<file path="config.mk">
export PLATFORM = sky130hd
export DESIGN_NAME = cache_trace_seq
export DESIGN_NICKNAME = d
export VERILOG_FILES = /design/src/rtl/cache_trace_seq.sv
export SDC_FILE = /design/constraint.sdc
export NUM_CORES = 1
export LEC_CHECK = 0
export CAP_MARGIN = 10
export CORE_ASPECT_RATIO = 1.5
export CORE_MARGIN = 2
export CORE_UTILIZATION = 35
export CTS_CLUSTER_SIZE = 16
export DETAILED_ROUTE_END_ITERATION = 16
export PLACE_DENSITY = 0.55
export SYNTH_ARGS = -nofsm -noshare
export SYNTH_HDL_FRONTEND = slang
export SYNTH_SLANG_ARGS = --single-unit
</file>
<file path="constraint.sdc">
create_clock -name clk -period 13.1 [get_ports clk]
set_clock_uncertainty 0.1 [all_clocks]
set_input_delay 2.62 -clock clk [delete_from_list [all_inputs] [get_ports clk]]
set_output_delay 2.62 -clock clk [all_outputs]
set_load 0.02 [all_outputs]
</file>
<file path="src/rtl/cache_trace_seq.sv">
// Trace-driven cache request sequencer: replays programmed read/write
// entries over a valid/ack port and tallies issues, stalls and data errors.
module cache_trace_seq #(
  parameter int ADDR_WIDTH = 32,
  parameter int DATA_WIDTH = 32,
  parameter int DEPTH = 16,
  parameter int CNT_WIDTH = 16,
  localparam int IW = $clog2(DEPTH),
  localparam int EW = 3 + ADDR_WIDTH + DATA_WIDTH
) (
  input  logic                  clk,
  input  logic                  rst,
  input  logic                  prog_we,
  input  logic [IW-1:0]         prog_idx,
  input  logic [EW-1:0]         prog_entry,
  input  logic                  start,
  input  logic                  loop,
  input  logic                  abort,
  output logic                  cache_req,
  output logic                  cache_we,
  output logic [ADDR_WIDTH-1:0] cache_addr,
  output logic [DATA_WIDTH-1:0] cache_wdata,
  input  logic                  cache_ack,
  input  logic [DATA_WIDTH-1:0] cache_rdata,
  output logic                  busy,
  output logic                  done,
  output logic [IW-1:0]         cur_idx,
  output logic [CNT_WIDTH-1:0]  issued_cnt,
  output logic [CNT_WIDTH-1:0]  stall_cnt,
  output logic [CNT_WIDTH-1:0]  err_cnt,
  output logic [IW-1:0]         first_err_idx,
  output logic                  err_flag
);

  typedef enum logic [1:0] {
    IDLE,
    FETCH,
    ISSUE,
    DONE
  } state_t;

  state_t state_q;
  state_t state_d;

  logic [EW-1:0] mem [DEPTH];
  logic [EW-1:0] ent_q;

  logic                  ent_v;
  logic                  ent_we;
  logic                  ent_chk;
  logic [ADDR_WIDTH-1:0] ent_a;
  logic [DATA_WIDTH-1:0] ent_d;

  logic idle_like;
  logic go;
  logic last;
  logic mism;

  assign ent_v   = ent_q[EW-1];
  assign ent_we  = ent_q[EW-2];
  assign ent_chk = ent_q[EW-3];
  assign ent_a   = ent_q[DATA_WIDTH +: ADDR_WIDTH];
  assign ent_d   = ent_q[DATA_WIDTH-1:0];

  assign idle_like = (state_q == IDLE) || (state_q == DONE);
  assign go        = idle_like && start && !abort;
  assign last      = (cur_idx == IW'(DEPTH - 1));
  assign mism      = !ent_we && ent_chk && (cache_rdata != ent_d);

  function automatic logic [CNT_WIDTH-1:0] sat_inc(
    input logic [CNT_WIDTH-1:0] v
  );
    return (&v) ? v : v + CNT_WIDTH'(1);
  endfunction

  always_ff @(posedge clk) begin
    if (rst) state_q <= IDLE;
    else     state_q <= state_d;
  end

  always_comb begin
    state_d = state_q;
    if (abort) begin
      state_d = IDLE;
    end else begin
      unique case (state_q)
        IDLE, DONE: if (start) state_d = FETCH;
        FETCH:      state_d = ISSUE;
        ISSUE: begin
          if (!ent_v)
            state_d = loop ? FETCH : DONE;
          else if (cache_ack)
            state_d = (!last || loop) ? FETCH : DONE;
        end
        default:    state_d = IDLE;
      endcase
    end
  end

  always_comb begin
    cache_req = 1'b0;
    busy      = 1'b0;
    done      = 1'b0;
    unique case (state_q)
      FETCH: busy = 1'b1;
      ISSUE: begin
        busy      = 1'b1;
        cache_req = ent_v;
      end
      DONE:  done = 1'b1;
      default: ;
    endcase
  end

  assign cache_we    = cache_req & ent_we;
  assign cache_addr  = cache_req ? ent_a : '0;
  assign cache_wdata = cache_req ? ent_d : '0;

  // Trace memory deliberately survives reset.
  always_ff @(posedge clk) begin
    if (prog_we && idle_like) mem[prog_idx] <= prog_entry;
  end

  // Abort freezes all bookkeeping on its edge.
  always_ff @(posedge clk) begin
    if (rst) begin
      ent_q         <= '0;
      cur_idx       <= '0;
      issued_cnt    <= '0;
      stall_cnt     <= '0;
      err_cnt       <= '0;
      first_err_idx <= '0;
      err_flag      <= 1'b0;
    end else if (!abort) begin
      if (go) begin
        cur_idx       <= '0;
        issued_cnt    <= '0;
        stall_cnt     <= '0;
        err_cnt       <= '0;
        first_err_idx <= '0;
        err_flag      <= 1'b0;
      end
      if (state_q == FETCH) ent_q <= mem[cur_idx];
      if (state_q == ISSUE) begin
        if (!ent_v) begin
          if (loop) cur_idx <= '0;
        end else if (cache_ack) begin
          issued_cnt <= sat_inc(issued_cnt);
          if (mism) begin
            err_cnt  <= sat_inc(err_cnt);
            err_flag <= 1'b1;
            if (!err_flag) first_err_idx <= cur_idx;
          end
          if (!last)     cur_idx <= cur_idx + IW'(1);
          else if (loop) cur_idx <= '0;
        end else begin
          stall_cnt <= sat_inc(stall_cnt);
        end
      end
    end
  end

endmodule
</file>
==> qor.txt <==
outcome - finished clean
CTS tree - built
final hold vios - 0
# resized after CTS - 0
gr busiest metal - met2
ys async rst share - 0
Hold Crit Class - flop to flop
Net Count, Synth - 2,435
Max-Cap Viols - 0
Sw Share - 0.204
layout cells sized above 1 - 0.220
max_slew headroom - 0.225
Port Buf Inserts - 234
DIE AREA - 136,000 sq um
met2 GRT Util - 0.296
CTS H-tree lvls - 3
Clock Path Buffers - 3
crit path launch type - flop
largest net degree at the start of global routing - 102
hold buffer count at cts - 0
critical path capture point - cache_wdata[4]
GR Layer Usage met1 - 0.248
Yosys reg bits - 1,198
sequential-to-total area share from yosys stat - 0.747
vias in the first global route - 24,700
FP Rows - 163
total overflow reported by the global router - 0
routed via count - 23,800
Finished Core Util - 0.413
core area - 132,000 sq um
Post-CTS Setup Inserts - 0
DPL Wire Length - 67,300 um
RSZ-0062 raised after global routing - false
clock root cell - clkbuf_16
cts bufs inserted - 109
worst path arrival time - 3.39 ns
grt met3 use - 0.0330
Area contributors post-synth - edfxtp_1 69%, mux4_2 16%, dfxtp_1 5.4%
combinational share of power - 0.024
critical path capture point type - primary output
Crit Path Max Fanout - 54
P per Cell Area - 140 nW/um^2
I/O Pins - 235
area delta synth->final - 17.1%
endpoints failing setup - 0
Post-Syn Area - 46,500 sq um
top_reg_cell synth - edfxtp_1
wire per inst - 27.5 um
initial core utilization - 0.353
Post-synth EDFFs - 1,072
Net Sw Power - 1550 uW
Crit Path Category - flop to primary output
Max VDD drop - 0.0882 mV
Final period util - 0.466
Critical Path RT - 10.38 ns
leakage power - 0.0166 uW
Via density - 5.39
Slew @ Worst Pin - 1.16 ns
Post-DRT Antenna Nets - 0
Critical R2R Launch - cur_idx[0]
R2R Setup Slk - 7.81 ns
setup tns final - 0 ns
FMAX - 0.164 GHz
Avg Cell Area, Syn - 20.1 sq um
most common cell after layout, fill and taps aside - edfxtp_1
GP Congestion - 0.814
Synth Instances - 2,318
clock network power share - 0.421
antenna violations before repair - 16
clock slew at reported path FFs - 0.07 ns
Reg2Reg Depth - 7
CP startpoint - state_q[0]
library cells used by synthesis - 55
Ys Warns - 0
FF-to-FF End - ent_q[20]
die height - 450 um
DRT iter0 DRCs - 2,030
post-route minimum period - 6.11 ns
max incr delay on CP - 0.69 ns
gr usage total - 0.179
Die X - 302 um
total wire length - 122,000 um
nets - 2,698
Worst-Skew Late Latency - 0.73 ns
first-pass GRT wire length - 176,000 um
most frequent cells in the layout - 1,072 x edfxtp_1, 335 x mux4_2, 233 x clkdlybuf4s50_1, 175 x nand2_1, 121 x dfxtp_1
Yosys top cell area share - 0.693
Int Pwr - 6050 uW
fin. max-slew vios - 0
CTS sink cnt - 1,198
CP max stage cell - clkdlybuf4s50_1
drt drc - 0
crit-path cells - inv_1 > ha_2 > buf_4 > and3_1 > clkdlybuf4s50_1
Sequential Power Share - 0.555
largest area contributor in the netlist - edfxtp_1
Pre-antenna DRT Iters - 7
==> area by class of cell <==
cell class              instances  area, sq um
inverters                      11         41.3
well taps                    1732         2170
repair buffers                282         2710
flip-flops and latches       1198        34700
clock buffers                 140         3030
fillers                     11600        77300
multi-input cells             979        11200
clock inverters                67          563
diodes                          4         10.0
==> synthesized netlist by cell type, drive strengths merged (4+ instances only) <==
master,number
and3,75
xnor2,4
nand4,9
ha,7
or3,9
nand3,30
a21o,7
inv,11
edfxtp,1072
nor2,70
a21oi,95
nand2,176
a211oi,4
xor2,43
nor3b,4
o21ai,25
buf,42
mux4,335
dfxtp,126
nor4,11
a31oi,5
clkbuf,88
nand3b,7
nor3,17
or2,4
==> how the worst min path moves through the flow <==
stage,startpoint,to,slack (ns),cells after the start
finish,ent_q[61],ent_q[61],0.35,2
global route,ent_q[41],ent_q[41],0.37,2
CTS,ent_q[45],ent_q[45],0.35,2
detailed placement,ent_q[45],ent_q[45],0.34,2
global placement,ent_q[52],ent_q[52],0.34,2
floorplan,ent_q[64],ent_q[64],0.33,2
==> flip-flops by register name, indices dropped and copies added (netlist names) <==
signal / count
issued_cnt: 16
err_cnt: 16
first_err_idx: 4
stall_cnt: 16
cur_idx: 4
state_q: 2
ent_q: 67
mem: 1072
err_flag: 1
==> cells by family (layout without fill, tap and decap cells) <==
kind of cell	count (synthesis)	after routing	share of synthesized area
compound gates	162	162	0.0201
other cells	0	4	0
fa+ha+maj	7	7	0.00188
mux	338	338	0.163
simple gates	425	425	0.0440
flops	1198	1198	0.747
buf+inv	141	500	0.0154
xor+xnor	47	47	0.00886
==> per-layer routing <==
metal / vias up / wire (um)
met3: 178 / 8050
li1: 10000 / -
met5: - / 57
met4: 8 / 2210
met1: 12800 / 51500
met2: 800 / 59700
==> power groups by stage <==
stage	clock (uW)	combinational (uW)	sequential, uW
after global routing	3410	201	4220
final	3200	186	4220
after floorplan	0	58.1	4300
after CTS	3270	189	4220
after global placement	0	182	4300
after detailed placement	0	189	4300
==> through the flow <==
stage	hold WS, ns	std cells	total power [uW]	worst slack, ns	cell area, sq um
2_1_floorplan	0.332	2318	4360	4.82	46500
3_3_place_gp	0.343	4201	4480	6.12	50800
3_5_place_dp	0.344	4202	4490	6.38	50800
4_1_cts	0.354	4409	7680	6.93	54400
5_1_grt	0.374	4411	7830	6.84	54400
6_report	0.352	4413	7600	6.99	54500
==> critical path: cells and delay by family (launching register included) <==
family / cells / cell delay [ns]
flip-flops: 1 / 0.34
AND/OR/NAND/NOR: 1 / 0.44
adder cells (fa/ha/maj): 1 / 0.46
buffers and inverters: 3 / 1.39
(Power assumes the default switching activity.)
